===== src/rtl/axil_pkg.sv =====
// Shared AXI-Lite definitions: response codes and the command-master FSM encoding.
package axil_pkg;

  localparam logic [1:0] RESP_OKAY   = 2'b00;
  localparam logic [1:0] RESP_SLVERR = 2'b10;

  typedef enum logic [2:0] {
    ST_IDLE    = 3'd0,
    ST_WR      = 3'd1,
    ST_WR_RESP = 3'd2,
    ST_RD_ADDR = 3'd3,
    ST_RD_DATA = 3'd4,
    ST_RSP     = 3'd5
  } state_e;

  // States in which the master is waiting on the slave.
  function automatic logic is_bus_wait(state_e s);
    return (s == ST_WR) || (s == ST_WR_RESP) || (s == ST_RD_ADDR) || (s == ST_RD_DATA);
  endfunction

endpackage


===== src/rtl/axil_watchdog.sv =====
// Saturating cycle counter that flags when a bus transaction has waited TIMEOUT cycles.
// TIMEOUT = 0 disables the watchdog.
module axil_watchdog #(
  parameter int unsigned TIMEOUT = 255
) (
  input  logic clk,
  input  logic reset_n,
  input  logic clr,
  input  logic en,
  output logic expired
);

  localparam int unsigned CNT_W = (TIMEOUT < 2) ? 1 : $clog2(TIMEOUT + 1);
  localparam logic [CNT_W-1:0] LIMIT = CNT_W'(TIMEOUT);

  logic [CNT_W-1:0] cnt_q, cnt_d;

  always_comb begin
    // NOTE: default the next value first so every path assigns it and no latch is inferred.
    cnt_d = cnt_q;
    if (clr) begin
      cnt_d = '0;
    end else if (en && (cnt_q != LIMIT)) begin
      cnt_d = cnt_q + 1'b1;
    end
  end

  // NOTE: state registers use non-blocking assignments and clear asynchronously on reset_n.
  always_ff @(posedge clk or negedge reset_n) begin
    if (!reset_n) begin
      cnt_q <= '0;
    end else begin
      cnt_q <= cnt_d;
    end
  end

  assign expired = (TIMEOUT != 0) && (cnt_q == LIMIT);

endmodule


===== src/rtl/axil_cmd_master.sv =====
// Single-outstanding AXI-Lite master: one read/write transaction per command,
// result returned on a valid/ready response port. All outputs are registered.
module axil_cmd_master
  import axil_pkg::*;
#(
  parameter int unsigned ADDR_W  = 32,
  parameter int unsigned DATA_W  = 32,
  parameter int unsigned TIMEOUT = 255
) (
  input  logic              clk,
  input  logic              reset_n,
  // command port
  input  logic              cmd_valid,
  output logic              cmd_ready,
  input  logic              cmd_write,
  input  logic [ADDR_W-1:0] cmd_addr,
  input  logic [DATA_W-1:0] cmd_wdata,
  // response port
  output logic              rsp_valid,
  input  logic              rsp_ready,
  output logic [DATA_W-1:0] rsp_rdata,
  output logic [1:0]        rsp_resp,
  output logic              rsp_timeout,
  // AXI-Lite write channels
  output logic [ADDR_W-1:0] awaddr,
  output logic              awvalid,
  input  logic              awready,
  output logic [DATA_W-1:0] wdata,
  output logic              wvalid,
  input  logic              wready,
  input  logic [1:0]        bresp,
  input  logic              bvalid,
  output logic              bready,
  // AXI-Lite read channels
  output logic [ADDR_W-1:0] araddr,
  output logic              arvalid,
  input  logic              arready,
  input  logic [DATA_W-1:0] rdata,
  input  logic [1:0]        rresp,
  input  logic              rvalid,
  output logic              rready
);

  state_e            state_q, state_d;
  logic              cmd_ready_q, cmd_ready_d;
  logic [ADDR_W-1:0] awaddr_q, awaddr_d;
  logic [ADDR_W-1:0] araddr_q, araddr_d;
  logic [DATA_W-1:0] wdata_q, wdata_d;
  logic              awvalid_q, awvalid_d;
  logic              wvalid_q, wvalid_d;
  logic              bready_q, bready_d;
  logic              arvalid_q, arvalid_d;
  logic              rready_q, rready_d;
  logic              rsp_valid_q, rsp_valid_d;
  logic [DATA_W-1:0] rsp_rdata_q, rsp_rdata_d;
  logic [1:0]        rsp_resp_q, rsp_resp_d;
  logic              rsp_timeout_q, rsp_timeout_d;

  logic cmd_accept;
  logic wd_en;
  logic wd_expired;
  logic do_timeout;

  assign cmd_accept = cmd_valid && cmd_ready_q && (state_q == ST_IDLE);
  assign wd_en      = is_bus_wait(state_q);

  axil_watchdog #(
    .TIMEOUT (TIMEOUT)
  ) u_watchdog (
    .clk     (clk),
    .reset_n (reset_n),
    .clr     (cmd_accept),
    .en      (wd_en),
    .expired (wd_expired)
  );

  always_comb begin
    state_d       = state_q;
    cmd_ready_d   = cmd_ready_q;
    awaddr_d      = awaddr_q;
    araddr_d      = araddr_q;
    wdata_d       = wdata_q;
    awvalid_d     = awvalid_q;
    wvalid_d      = wvalid_q;
    bready_d      = bready_q;
    arvalid_d     = arvalid_q;
    rready_d      = rready_q;
    rsp_valid_d   = rsp_valid_q;
    rsp_rdata_d   = rsp_rdata_q;
    rsp_resp_d    = rsp_resp_q;
    rsp_timeout_d = rsp_timeout_q;
    do_timeout    = 1'b0;

    case (state_q)
      ST_IDLE: begin
        cmd_ready_d = 1'b1;
        if (cmd_accept) begin
          cmd_ready_d = 1'b0;
          if (cmd_write) begin
            awaddr_d  = cmd_addr;
            wdata_d   = cmd_wdata;
            awvalid_d = 1'b1;
            wvalid_d  = 1'b1;
            state_d   = ST_WR;
          end else begin
            araddr_d  = cmd_addr;
            arvalid_d = 1'b1;
            state_d   = ST_RD_ADDR;
          end
        end
      end

      // AW and W complete independently; awaddr stays put for slaves sampling it at W time.
      ST_WR: begin
        if (awvalid_q && awready) awvalid_d = 1'b0;
        if (wvalid_q && wready)   wvalid_d  = 1'b0;
        if (!awvalid_d && !wvalid_d) begin
          bready_d = 1'b1;
          state_d  = ST_WR_RESP;
        end else if (wd_expired) begin
          do_timeout = 1'b1;
        end
      end

      ST_WR_RESP: begin
        if (bvalid && bready_q) begin
          bready_d      = 1'b0;
          rsp_valid_d   = 1'b1;
          rsp_rdata_d   = '0;
          rsp_resp_d    = bresp;
          rsp_timeout_d = 1'b0;
          state_d       = ST_RSP;
        end else if (wd_expired) begin
          do_timeout = 1'b1;
        end
      end

      ST_RD_ADDR: begin
        if (arvalid_q && arready) begin
          arvalid_d = 1'b0;
          rready_d  = 1'b1;
          state_d   = ST_RD_DATA;
        end else if (wd_expired) begin
          do_timeout = 1'b1;
        end
      end

      ST_RD_DATA: begin
        if (rvalid && rready_q) begin
          rready_d      = 1'b0;
          rsp_valid_d   = 1'b1;
          rsp_rdata_d   = rdata;
          rsp_resp_d    = rresp;
          rsp_timeout_d = 1'b0;
          state_d       = ST_RSP;
        end else if (wd_expired) begin
          do_timeout = 1'b1;
        end
      end

      ST_RSP: begin
        if (rsp_ready) begin
          rsp_valid_d = 1'b0;
          cmd_ready_d = 1'b1;
          state_d     = ST_IDLE;
        end
      end

      default: begin
        state_d = ST_IDLE;
      end
    endcase

    // Abandon the transaction: a handshake in the same cycle has already taken precedence above.
    if (do_timeout) begin
      awvalid_d     = 1'b0;
      wvalid_d      = 1'b0;
      bready_d      = 1'b0;
      arvalid_d     = 1'b0;
      rready_d      = 1'b0;
      rsp_valid_d   = 1'b1;
      rsp_rdata_d   = '0;
      rsp_resp_d    = RESP_SLVERR;
      rsp_timeout_d = 1'b1;
      state_d       = ST_RSP;
    end
  end

  always_ff @(posedge clk or negedge reset_n) begin
    if (!reset_n) begin
      state_q       <= ST_IDLE;
      cmd_ready_q   <= 1'b0;
      awaddr_q      <= '0;
      araddr_q      <= '0;
      wdata_q       <= '0;
      awvalid_q     <= 1'b0;
      wvalid_q      <= 1'b0;
      bready_q      <= 1'b0;
      arvalid_q     <= 1'b0;
      rready_q      <= 1'b0;
      rsp_valid_q   <= 1'b0;
      rsp_rdata_q   <= '0;
      rsp_resp_q    <= 2'b00;
      rsp_timeout_q <= 1'b0;
    end else begin
      state_q       <= state_d;
      cmd_ready_q   <= cmd_ready_d;
      awaddr_q      <= awaddr_d;
      araddr_q      <= araddr_d;
      wdata_q       <= wdata_d;
      awvalid_q     <= awvalid_d;
      wvalid_q      <= wvalid_d;
      bready_q      <= bready_d;
      arvalid_q     <= arvalid_d;
      rready_q      <= rready_d;
      rsp_valid_q   <= rsp_valid_d;
      rsp_rdata_q   <= rsp_rdata_d;
      rsp_resp_q    <= rsp_resp_d;
      rsp_timeout_q <= rsp_timeout_d;
    end
  end

  assign cmd_ready   = cmd_ready_q;
  assign awaddr      = awaddr_q;
  assign araddr      = araddr_q;
  assign wdata       = wdata_q;
  assign awvalid     = awvalid_q;
  assign wvalid      = wvalid_q;
  assign bready      = bready_q;
  assign arvalid     = arvalid_q;
  assign rready      = rready_q;
  assign rsp_valid   = rsp_valid_q;
  assign rsp_rdata   = rsp_rdata_q;
  assign rsp_resp    = rsp_resp_q;
  assign rsp_timeout = rsp_timeout_q;

endmodule

===== config.mk =====
export PLATFORM = sky130hd
export DESIGN_NAME = axil_cmd_master
export DESIGN_NICKNAME = d
export VERILOG_FILES = /design/src/rtl/axil_pkg.sv /design/src/rtl/axil_watchdog.sv /design/src/rtl/axil_cmd_master.sv
export SDC_FILE = /design/constraint.sdc
export NUM_CORES = 1
export LEC_CHECK = 0
export CAP_MARGIN = 20
export CORE_UTILIZATION = 30
export CTS_BUF_LIST = sky130_fd_sc_hd__clkbuf_16
export DETAILED_ROUTE_END_ITERATION = 12
export DONT_BUFFER_PORTS = 1
export GPL_TIMING_DRIVEN = 0
export PLACE_DENSITY = 0.55
export RECOVER_POWER = 100
export SLEW_MARGIN = 20
export SYNTH_ARGS = -nofsm -noshare
export SYNTH_HDL_FRONTEND = slang
export SYNTH_HIERARCHICAL = 1
export SYNTH_SLANG_ARGS = --single-unit

===== constraint.sdc =====
create_clock -name clk -period 2.5 [get_ports clk]
set_clock_uncertainty 0.1 [all_clocks]
set_input_delay 0.25 -clock clk [delete_from_list [all_inputs] [get_ports clk]]
set_output_delay 0.25 -clock clk [all_outputs]
set_load 0.05 [all_outputs]

**Word-level counts from Yosys, hierarchy flattened**

Cells that the tools add are included.

- Bits in read-only memories: 0
- Bits in latches: 0
- Register bits: 149
- RAM bits: 0
- Memories: 0

- $lt $le $gt $ge: 0
- Reduce and logical (&&, ||, !) cells: 33
- Muxes and demuxes: 58
- Bitwise operators: 1
- Multiply operators: 0
- Equal/unequal tests: 16
- Shift operators: 0
- Add/subtract/negate cells: 1
- Div/mod/pow operators: 0

Operators by type and width:

| kind | number |
|---|---|
| $mux 32 | 3 |
| $pmux 32 s2 | 1 |
| $mux 1 | 30 |
| $mux 3 | 7 |
| $pmux 3 s6 | 1 |
| $reduce_and 3->1 | 6 |
| $mux 8 | 2 |
| $reduce_bool 3->1 | 5 |
| $pmux 1 s2 | 7 |
| $ne 3x2->1 const B | 4 |
| $ne 3x3->1 const B | 4 |
| $logic_and 1x1->1 | 9 |
| $add 8x1->8 const B | 1 |
| $eq 8x8->1 const B | 1 |
| $mux 2 | 4 |
| $ne 8x8->1 const B | 1 |
| $reduce_and 4->1 | 2 |
| $eq 3x2->1 const B | 2 |
| $eq 3x3->1 const B | 2 |
| $reduce_and 6->1 | 1 |
| $pmux 1 s4 | 1 |
| $pmux 2 s2 | 1 |
| $reduce_bool 2->1 | 2 |
| $reduce_bool 4->1 | 1 |
| other kinds (8) | 11 |

**Longest topological paths before layout**

Gate-level depths: netlist (run 1).

- Word-level depth: 9
- Gate-level depth with buffers: 8

**Modules after synthesis**

The synthesis (run 1) kept the hierarchy.

By module, submodules not included:

| module | times used | cells each | seq. area each (µm²) | area each (µm²) |
|---|---|---|---|---|
| axil_cmd_master | 1 | 577 | 3528.4 | 5805.6 |
| axil_watchdog | 1 | 47 | 200.2 | 474.2 |

**Least setup slack after synthesis (run 1)**

Ideal clock, no wire load.

- Path type: register to register
- Start point: register cmd_ready_q (netlist: cmd_ready)
- End point: register araddr_q[10] (netlist: araddr[10])
- Clock period less this slack: 2.085 ns
- Path buffers: 2
- Arrival: 1.861 ns
- Setup slack: 0.415 ns
- Required time: 2.275 ns
- Stages on the path, launching flop included: 7
- Cell sequence: dfrtp_1 nand2_1 nor4_4 nor2b_1 buf_2 buf_4 mux2_2

- Cells in the longest elaborated chain, start to end: 3

Ends and longest elaborated chain:

| what | RTL line | RTL |
|---|---|---|
| from (decl) | axil_cmd_master.sv:45 | `logic cmd_ready_q, cmd_ready_d;` |
| from (signal assigned) | axil_cmd_master.sv:207 | `cmd_ready_q <= cmd_ready_d;` |
| $logic_and 1x1->1 (2 in series) | axil_cmd_master.sv:64 | `assign cmd_accept = cmd_valid && cmd_ready_q && (state_q == ST_IDLE);` |
| net cmd_accept | axil_cmd_master.sv:59 | `logic cmd_accept;` |
| $reduce_and 3->1 (no source line) | - |  |
| to (signal assigned) | axil_cmd_master.sv:209 | `araddr_q <= araddr_d;` |
| to (decl) | axil_cmd_master.sv:47 | `logic [ADDR_W-1:0] araddr_q, araddr_d;` |

The timed path passes the listed nets, and every way through them passes these cells.
A chain may end at the register's enable or synchronous reset.

**Final worst setup path (run 1)**

- Start point: register cmd_ready_q (netlist: cmd_ready)
- End point: register araddr_q[16] (netlist: araddr[16])

Same word-level chain as after synthesis.

==> results of run 1 <==
[stage by stage]
step | hold WS, ns | setup TNS (ns) | total power, mW | cells
2_1_floorplan | -0.1456 | 0 | 9.949 | 624
3_3_place_gp | -0.1425 | -9.315 | 10.64 | 894
3_5_place_dp | -0.1420 | -11.39 | 10.72 | 894
4_1_cts | -0.5941 | 0 | 13.47 | 1027
5_1_grt | -0.5944 | 0 | 14.04 | 1027
6_report | -0.5726 | 0 | 13.35 | 1027
[worst register-to-register path, cell delays in order (launching register included)]
cell,delay (ns)
dfrtp_2,0.55
nand2_1,0.24
nor4_4,0.38
nor2b_1,0.18
buf_2,0.19
buf_4,0.24
mux2_2,0.36
[flip-flops by register name, indices dropped and copies added, names as in the netlist, 2 cells and up]
signal            cells
araddr               32
awaddr               32
rsp_rdata            32
rsp_resp              2
state_q               3
u_watchdog/cnt_q      8
wdata                32
[placed cells by master (no fill, tap or decap), drive strengths merged, types with 4 or more instances in the layout]
| master | Yosys | final |
|---|---|---|
| mux2 | 35 | 35 |
| nand3 | 39 | 39 |
| clkinv | 0 | 8 |
| a21oi | 43 | 43 |
| nand2 | 240 | 240 |
| dfrtp | 149 | 149 |
| buf | 27 | 20 |
| inv | 4 | 7 |
| nor2 | 13 | 13 |
| clkbuf | 11 | 35 |
| nor2b | 5 | 5 |
| dlygate4sd3 | 0 | 101 |
| a211oi | 4 | 4 |
| nand2b | 6 | 6 |
| o21ai | 5 | 5 |
[report_power, final]
part           internal [mW]  switching [mW]
logic                   1.17            1.37
clock network           1.56            1.03
registers               3.48            4.74
[metal layers]
| layer | part of all wire [%] | wire (um) | global-route usage (%) |
|---|---|---|---|
| met2 | 51 | 8719 | 28.15 |
| met3 | 6.4 | 1096 | 5.313 |
| met4 | 2.7 | 458 | 6.771 |
| met5 | 0 | 0 | 0 |
| met1 | 40 | 6816 | 19.13 |
[what timing repair did]
item / CTS / global route
hold endpoints to repair: 282 / 149
setup endpoints to repair: 89 / 0
buffers inserted: 0 / 0
gates resized for setup: 2 / 0
[cells by family after synthesis]
group,count (synthesis),share of synthesized area (%)
fa+ha+maj,1,0.1992
flops,149,59.37
xor+xnor,1,0.1395
mux,38,6.814
simple gates,321,22.00
buf+inv,42,3.507
compound gates,72,7.970
[worst max path at each step]
stage	endpoint	slack (ns)	start	depth (start not counted)
4_1_cts	araddr[5]	0.09	cmd_ready	6
3_5_place_dp	wdata[12]	-0.18	cmd_ready	6
3_3_place_gp	awaddr[14]	-0.16	cmd_ready	6
2_1_floorplan	araddr[10]	0.41	cmd_ready	6
5_1_grt	rsp_rdata[6]	0.009	wvalid	5
6_report	araddr[16]	0.15	cmd_ready	6
[cell type report]
| class | count | area (um^2) |
|---|---|---|
| Sequential cell | 149 | 3730 |
| Multi-Input combinational cell | 433 | 2321 |
| Buffer | 38 | 202.7 |
| Tap cell | 270 | 337.8 |
| Timing Repair Buffer | 101 | 1011 |
| Fill cell | 1954 | 12160 |
| Clock inverter | 15 | 162.7 |
| Clock buffer | 17 | 425.4 |
| Inverter | 4 | 15.01 |
==> results.cfg, run 1 <==
[layout]
fin_util_pct = 40.29
area_delta_synth_final_pct = 30.66
antenna_cells = 0
fin_nets = 855
finish.instance_area_um2 = 8205
drive_gt1_share_pct = 13.61

[timing]
final-setup-viol-count = 0
fin_ws_ns = 0.1470
final-max-slew-violation-count = 0
timing.final.crit_share_pct = 94.12
min_period_ns = 2.353
clock.fmax_mhz = 425.0
rsz0062_at_grt = false
whs_ns = -0.5726
hold_violations = 149
max_slew.worst_pin.slew_ns = 0.6552
slew_headroom_pct = 56.32

[worst_hold_path]
hold_class = primary input to asynchronous set/reset pin

[grt]
grt_pass1_vias = 5123
grt_overflow = 0
grt_start_max_net_pins = 150
antenna_found_initial = 0
grt.total_usage_pct = 16.54
grt_pass1_wl_um = 27670

[drt]
wirelength_um = 17090
firstDrtPassIters = 4
drtIter0Drc = 259
vias_per_cell = 4.690
routed-via-count = 4817
drtAntennaViolNets = 0
post_drt_wl_per_cell_um = 16.64
drc_errors = 0

[synth]
synth-warning-count = 6
synth-seq-area-share_pct = 59.37
async_flop_share_pct = 100.0
synth_edf_count = 0
synth_commonest_cells = 239 x nand2_1, 149 x dfrtp_1, 40 x a21oi_1
synth_cells = 624
synth_fp_nets = 735
synth_top_cells_by_area = dfrtp_1 59%, nand2_1 14%, mux2_2 5.9%, a21oi_1 3.2%, nand3_1 3.1%
yosysTopAreaCell = dfrtp_1
syn_area_um2 = 6280
synth_top_area_share_pct = 59.37
synth.distinct_cells = 61
synth_seq_cells = 149
syn_avg_cell_area_um2 = 10.06
yosysMostFrequentCell = nand2_1
ys.flop_type = dfrtp_1

[worst_setup_path]
r2r_setup_slack_ns = 0.15
cp_top_family = simple AND/OR/NAND/NOR gates
r2r_start = cmd_ready
cp.required_ns = 2.70
crit_buf_inv = 2
crit_arrival_ns = 2.55
crit_type = flip-flop to flip-flop
start_kind = flip-flop
crit_path_end_kind = flip-flop
cp_max_fo = 10
slowest_delay_ns = 0.55
rr_worst_depth = 6
path_cells = nand2_1, nor4_4, nor2b_1, buf_2, buf_4, mux2_2
r2r_end = araddr[16]
critPathSlowestCell = dfrtp_2

[clocking]
cts_root_buf = clkbuf_16
cts_tree = yes
insertion_delay_ns = 0.42
postCtsHoldBufs = 101
htree_levels = 4
clk_pin_slew_worst_paths_ns = 0.06
numCtsBuffers = 17
clockBufferDepth = 2
cts.sinks = 149

[die]
core_um2 = 20360
die_w_um = 146.7
die_y_um = 146.7
die-area_um2 = 21520
start_util_pct = 30.84
fp-row-count = 52
io_pins = 248

[power_and_ir_drop]
powerDensity_nw_per_um2 = 1627
leakage_nw = 3.789
peakVddDrop_mv = 0.8179

[placement]
place.gp.congestion = 0.7590
place.port_buffers = 0
placed_area_um2 = 6618
hpwl_um = 11210
preCtsSetupSlack_ns = -0.1766

[run]
max_cap_viol_count = 0

[outcome]
outcome = finished, violations left
violations = hold timing
Power figures use the tool's default switching activity.
==> run 2: changes to the inputs <==
--- a/config.mk
+++ b/config.mk
@@ -5,6 +5,7 @@
 export SDC_FILE = /design/constraint.sdc
 export NUM_CORES = 1
 export LEC_CHECK = 0
+export ABC_AREA = 1
 export CAP_MARGIN = 20
 export CORE_UTILIZATION = 30
 export CTS_BUF_LIST = sky130_fd_sc_hd__clkbuf_16
==> run 2 against run 1 <==
  * Highest routed layer unchanged
  * Sequential cell count unchanged
  * Worst hold slack worse by 0.0030 ns
  * The flow still finishes with violations (hold timing)
  * Critical path type unchanged
  * Fmax about the same
==> results.cfg, run 2 <==
[power_and_ir_drop]
power_frac_comb_pct = 19.3
powerDensity_nw_per_um2 = 1583
pwr-share-seq_pct = 61.5
p_sw_share_pct = 55.29
leakage_nw = 4.014
internal-power_mw = 5.766
switching_power_mw = 7.130
clockPowerShare_pct = 19.2
peakVddDrop_mv = 0.6563

[timing]
fin_ws_ns = 0.1464
min_period_ns = 2.354
final-max-slew-violation-count = 0
setup_tns_ns = 0
timing.final.crit_share_pct = 94.14
final-setup-viol-count = 0
whs_ns = -0.5756
hold_violations = 149
rsz0062_at_grt = false
max_slew.worst_pin.slew_ns = 0.7767
clock.fmax_mhz = 424.9
slew_headroom_pct = 48.22

[drt]
drtIter0Drc = 204
vias_per_cell = 4.603
drtAntennaViolNets = 0
wirelength_um = 17370
drc_errors = 0
post_drt_wl_per_cell_um = 15.57
firstDrtPassIters = 6
routed-via-count = 5137

[clocking]
clockBufferDepth = 2
htree_levels = 4
insertion_delay_ns = 0.41
clk_pin_slew_worst_paths_ns = 0.07
cts_tree = yes
postCtsHoldBufs = 100
cts_setup_buffers = 0
cts_root_buf = clkbuf_16
numCtsBuffers = 17
cts.sinks = 149

[synth]
syn_area_um2 = 6269
synth_seq_cells = 149
synth-seq-area-share_pct = 59.48
synth_top_cells_by_area = dfrtp_1 59%, nand2_1 17%, o21ai_0 4.8%, inv_1 3.3%, o21ai_1 2.8%
yosysMostFrequentCell = nand2_1
synth-warning-count = 6
synth_commonest_cells = 292 x nand2_1, 149 x dfrtp_1, 60 x o21ai_0
syn_avg_cell_area_um2 = 8.779
async_flop_share_pct = 100.0
synth_fp_nets = 825
synth_top_area_share_pct = 59.48
synth.distinct_cells = 28
ys.flop_type = dfrtp_1
synth_edf_count = 0
synth_cells = 714
yosysTopAreaCell = dfrtp_1

[die]
die_y_um = 146.6
core_um2 = 20360
die_w_um = 146.6
die-area_um2 = 21480
start_util_pct = 30.78
io_pins = 248
fp-row-count = 52

[outcome]
violations = hold timing
outcome = finished, violations left

[layout]
multi_input_area_um2 = 2107
final_cell_mix = 293 x nand2_1, 149 x dfrtp_1, 100 x dlygate4sd3_1
antenna_cells = 0
nFillCells = 2036
finish.instance_area_um2 = 8149
final_common_cell = nand2_1
drive_gt1_share_pct = 9.574
final-seq-area_um2 = 3729
area_delta_synth_final_pct = 30.00
fin_util_pct = 40.02
fin_nets = 944

[worst_setup_path]
crit_arrival_ns = 2.60
start_kind = flip-flop
crit_path_end_kind = flip-flop
cp.required_ns = 2.75
crit_type = flip-flop to flip-flop
cp_max_fo = 8

[placement]
place.port_buffers = 0
placed_area_um2 = 6606
preCtsSetupSlack_ns = 0.1904
place.gp.congestion = 0.8063
hpwl_um = 11790

[grt]
grt_pass1_wl_um = 27850
grt.total_usage_pct = 16.52
grt_pass1_vias = 5080
grt_start_max_net_pins = 150
grt_overflow = 0
antenna_found_initial = 0

[run]
max_cap_viol_count = 0

[worst_hold_path]
hold_class = primary input to asynchronous set/reset pin
==> run 2: what timing repair did <==
item,CTS,global route
endpoints found under the setup margin,0,2
resized for setup,0,1
endpoints found under the hold margin,280,149
==> run 2: area by class of cell <==
class / instances / area share, %
Timing Repair Buffer: 100 / 12.28
Inverter: 60 / 2.764
Clock inverter: 15 / 1.735
Multi-Input combinational cell: 474 / 25.86
Buffer: 31 / 2.242
Clock buffer: 17 / 5.220
Sequential cell: 149 / 45.75
Tap cell: 270 / 4.146
==> run 2: critical path, cell delays in order, from the launching register on <==
cell and delay (ns):
dfrtp_1 0.36, buf_4 0.16, inv_1 0.11, nand2_1 0.10, nor2_1 0.28, nor2_1 0.10, nand2_1 0.14, inv_1 0.06
a21oi_1 0.60, nand4_1 0.17, nand2_1 0.11
==> run 2: power groups by stage <==
| stage | Sequential, mW | Combinational [mW] | Clock, mW |
|---|---|---|---|
| finish | 7.93 | 2.49 | 2.48 |
| global route | 8.05 | 2.91 | 2.67 |
| CTS | 7.93 | 2.56 | 2.57 |
| detailed placement | 7.98 | 2.42 | 0 |
| global placement | 7.97 | 2.35 | 0 |
| floorplan | 7.67 | 1.92 | 0 |
==> run 2: through the flow <==
step | std cells | total power, mW
2_1_floorplan | 714 | 9.588
3_3_place_gp | 984 | 10.32
3_5_place_dp | 984 | 10.40
4_1_cts | 1116 | 13.06
5_1_grt | 1116 | 13.64
6_report | 1116 | 12.90
==> run 2: worst paths after layout <==
check / from / end / slack, ns / depth (start not counted)
hold / removal: reset_n / araddr[17] / -0.58 / 0
setup reg to reg: state_q[0] / u_watchdog/cnt_q[7] / 0.15 / 10
hold reg to reg: u_watchdog/cnt_q[7] / u_watchdog/cnt_q[7] / 0.42 / 2
setup / recovery: state_q[0] / u_watchdog/cnt_q[7] / 0.15 / 10
min in group clk: wready / wvalid / 0.03 / 5
max in group asynchronous: reset_n / u_watchdog/cnt_q[3] / 2.57 / 0
==> run 2: cell families (layout without fill, tap and decap cells) <==
| logic type | Yosys count | count (layout) | share of synthesized area, % |
|---|---|---|---|
| buffers and inverters | 91 | 223 | 6.547 |
| AO/OA/AOI/OAI | 112 | 112 | 9.721 |
| adder cells (fa/ha/maj) | 1 | 1 | 0.1996 |
| AND/OR/NAND/NOR | 358 | 358 | 23.63 |
| flip-flops | 149 | 149 | 59.48 |
| XOR/XNOR | 3 | 3 | 0.4192 |
==> run 2: layer usage <==
metal,GRT usage [%],part of all wire (%),vias up
met5,0,0,-
li1,-,-,2481
met2,27.02,48,180
met3,5.906,7.1,22
met1,20.46,44,2454
met4,4.740,1.7,0
==> run 3: changes to the inputs <==
--- a/config.mk
+++ b/config.mk
@@ -13,7 +13,7 @@
 export DONT_BUFFER_PORTS = 1
 export GPL_TIMING_DRIVEN = 0
 export PLACE_DENSITY = 0.55
-export RECOVER_POWER = 100
+export RECOVER_POWER = 50
 export SLEW_MARGIN = 20
 export SYNTH_ARGS = -nofsm -noshare
 export SYNTH_HDL_FRONTEND = slang
==> run 3 against run 2 <==
  * Wire length decreased by 0.12%
  * Critical path type unchanged
  * First-iteration DRC count increased by 9.3%
  * Highest routed layer unchanged
  * Utilization increased by 0.12 points
  * Fmax increased by 4.8%
  * Sequential power about the same
  * The flow still finishes with violations (hold timing)
  * Largest cell class unchanged
  * Worst hold slack improved by 0.00094 ns
  * Die area unchanged
  * Via count decreased by 0.25%
  * Sequential cell count unchanged
  * Sequential share of layout area decreased by 0.14 points
  * Global-route usage unchanged
==> results.cfg, run 3 (synthesis results as in run 2) <==
[grt]
antenna_found_initial = 0
grt_pass1_wl_um = 27850
grt.busiest_layer = met2
grt_use_met1_pct = 20.46
grtUsageMet2_pct = 27.02
grt_pass1_vias = 5080
grt.total_usage_pct = 16.52
grt_start_max_net_pins = 150
met3_usage_pct = 5.906
grt_overflow = 0

[drt]
routed-via-count = 5124
firstDrtPassIters = 4
drtIter0Drc = 223
vias_per_cell = 4.591
drc_errors = 0
post_drt_wl_per_cell_um = 15.55
wirelength_um = 17350
drtAntennaViolNets = 0

[timing]
slew_headroom_pct = 60.28
final-max-slew-violation-count = 0
min_period_ns = 2.246
fin_ws_ns = 0.2541
final-setup-viol-count = 0
whs_ns = -0.5747
max_slew.worst_pin.slew_ns = 0.5958
setup_tns_ns = 0
hold_violations = 149
timing.final.crit_share_pct = 89.84
clock.fmax_mhz = 445.2
rsz0062_at_grt = false

[die]
start_util_pct = 30.78
fp-row-count = 52
io_pins = 248
die_y_um = 146.6
die_w_um = 146.6
core_um2 = 20360
die-area_um2 = 21480

[power_and_ir_drop]
pwr-share-seq_pct = 61.3
switching_power_mw = 7.148
total_power_mw = 12.94
leakage_nw = 4.008
internal-power_mw = 5.788
peakVddDrop_mv = 0.6563
powerDensity_nw_per_um2 = 1583
p_sw_share_pct = 55.26
power_frac_comb_pct = 19.5
clockPowerShare_pct = 19.2

[clocking]
cts_tree = yes
numCtsBuffers = 17
cts_root_buf = clkbuf_16
clockBufferDepth = 2
clk_pin_slew_worst_paths_ns = 0.07
postCtsHoldBufs = 100
cts_setup_buffers = 0
cts.sinks = 149
htree_levels = 4
insertion_delay_ns = 0.41

[outcome]
violations = hold timing
outcome = finished, violations left

[placement]
place.port_buffers = 0
hpwl_um = 11790
place.gp.congestion = 0.8063
dp_cells = 984
placed_area_um2 = 6606
preCtsSetupSlack_ns = 0.1904

[layout]
area_delta_synth_final_pct = 30.40
antenna_cells = 0
fin_cells = 1116
drive_gt1_share_pct = 10.28
fin_nets = 944
fin_util_pct = 40.14
final_common_cell = nand2_1
finish.instance_area_um2 = 8174
final_cell_mix = 292 x nand2_1, 149 x dfrtp_1, 100 x dlygate4sd3_1

[worst_setup_path]
r2r_setup_slack_ns = 0.25
rr_worst_depth = 13
crit_type = flip-flop to flip-flop
cp_top_family = simple AND/OR/NAND/NOR gates
critPathSlowestCell = dfrtp_1
r2r_end = rsp_rdata[15]
path_common_cell = nand2_1
start_kind = flip-flop
slowest_delay_ns = 0.41
crit_buf_inv = 2
path_cells = ha_1, nand2_2, nor2_2, nand2_1, inv_2, nand2_1, nor2_1, nor2_4, nand3_2, nor2_4, buf_6, nand2_1, o21ai_1
crit_arrival_ns = 2.48
cp.required_ns = 2.74
cp_max_fo = 10
crit_path_end_kind = flip-flop
r2r_start = u_watchdog/cnt_q[0]

[worst_hold_path]
hold_class = primary input to asynchronous set/reset pin

[run]
max_cap_viol_count = 0
==> run 3: changes by cell type in the layout (fill, tap and decap cells not counted), sizes merged <==
cell,delta
clkbuf,-7
buf,+7
==> run 3: final cells by class <==
type / instances / area, um^2
inverters: 60 / 225.2
plain buffers: 31 / 185.2
clock buffers: 17 / 425.4
repair buffers: 100 / 1001
multi-input cells: 474 / 2130
well taps: 270 / 337.8
flip-flops and latches: 149 / 3729
fillers: 2030 / 12190
clock inverters: 15 / 141.4
==> run 3: worst max path at each step <==
stage / start / endpoint / slack (ns) / depth (start not counted)
final: u_watchdog/cnt_q[0] / rsp_rdata[15] / 0.25 / 13
after global routing: u_watchdog/cnt_q[1] / rsp_resp[0] / 0.05 / 12
after CTS: u_watchdog/cnt_q[0] / rsp_rdata[15] / 0.17 / 13
after detailed placement: u_watchdog/cnt_q[0] / rsp_resp[0] / 0.19 / 12
after global placement: u_watchdog/cnt_q[0] / rsp_rdata[30] / 0.22 / 13
after floorplan: u_watchdog/cnt_q[0] / rsp_resp[0] / 0.51 / 13
==> run 3: repair_timing <==
item | in CTS | in global routing
hold endpoints to repair | 280 | 149
endpoints found under the setup margin | 0 | 2
gates resized for setup | 0 | 1
==> run 3: power groups by stage <==
stage / logic (mW) / clock network (mW) / registers [mW]
floorplan: 1.92 / 0 / 7.67
global placement: 2.35 / 0 / 7.97
detailed placement: 2.42 / 0 / 7.98
CTS: 2.56 / 2.57 / 7.93
global route: 2.96 / 2.67 / 8.06
finish: 2.53 / 2.48 / 7.93
==> run 3: worst register-to-register path: stages (launching register included) <==
cell     delay (ns)
dfrtp_1        0.41
ha_1           0.25
nand2_2        0.10
nor2_2         0.06
nand2_1        0.09
inv_2          0.07
nand2_1        0.07
nor2_1         0.06
nor2_4         0.19
nand3_2        0.18
nor2_4         0.22
buf_6          0.17
nand2_1        0.06
o21ai_1        0.14
==> run 3: routing by layer <==
metal	vias up	wire length [um]
li1	2484	-
met1	2429	7494
met2	189	8259
met3	22	1290
met4	0	309
met5	-	0
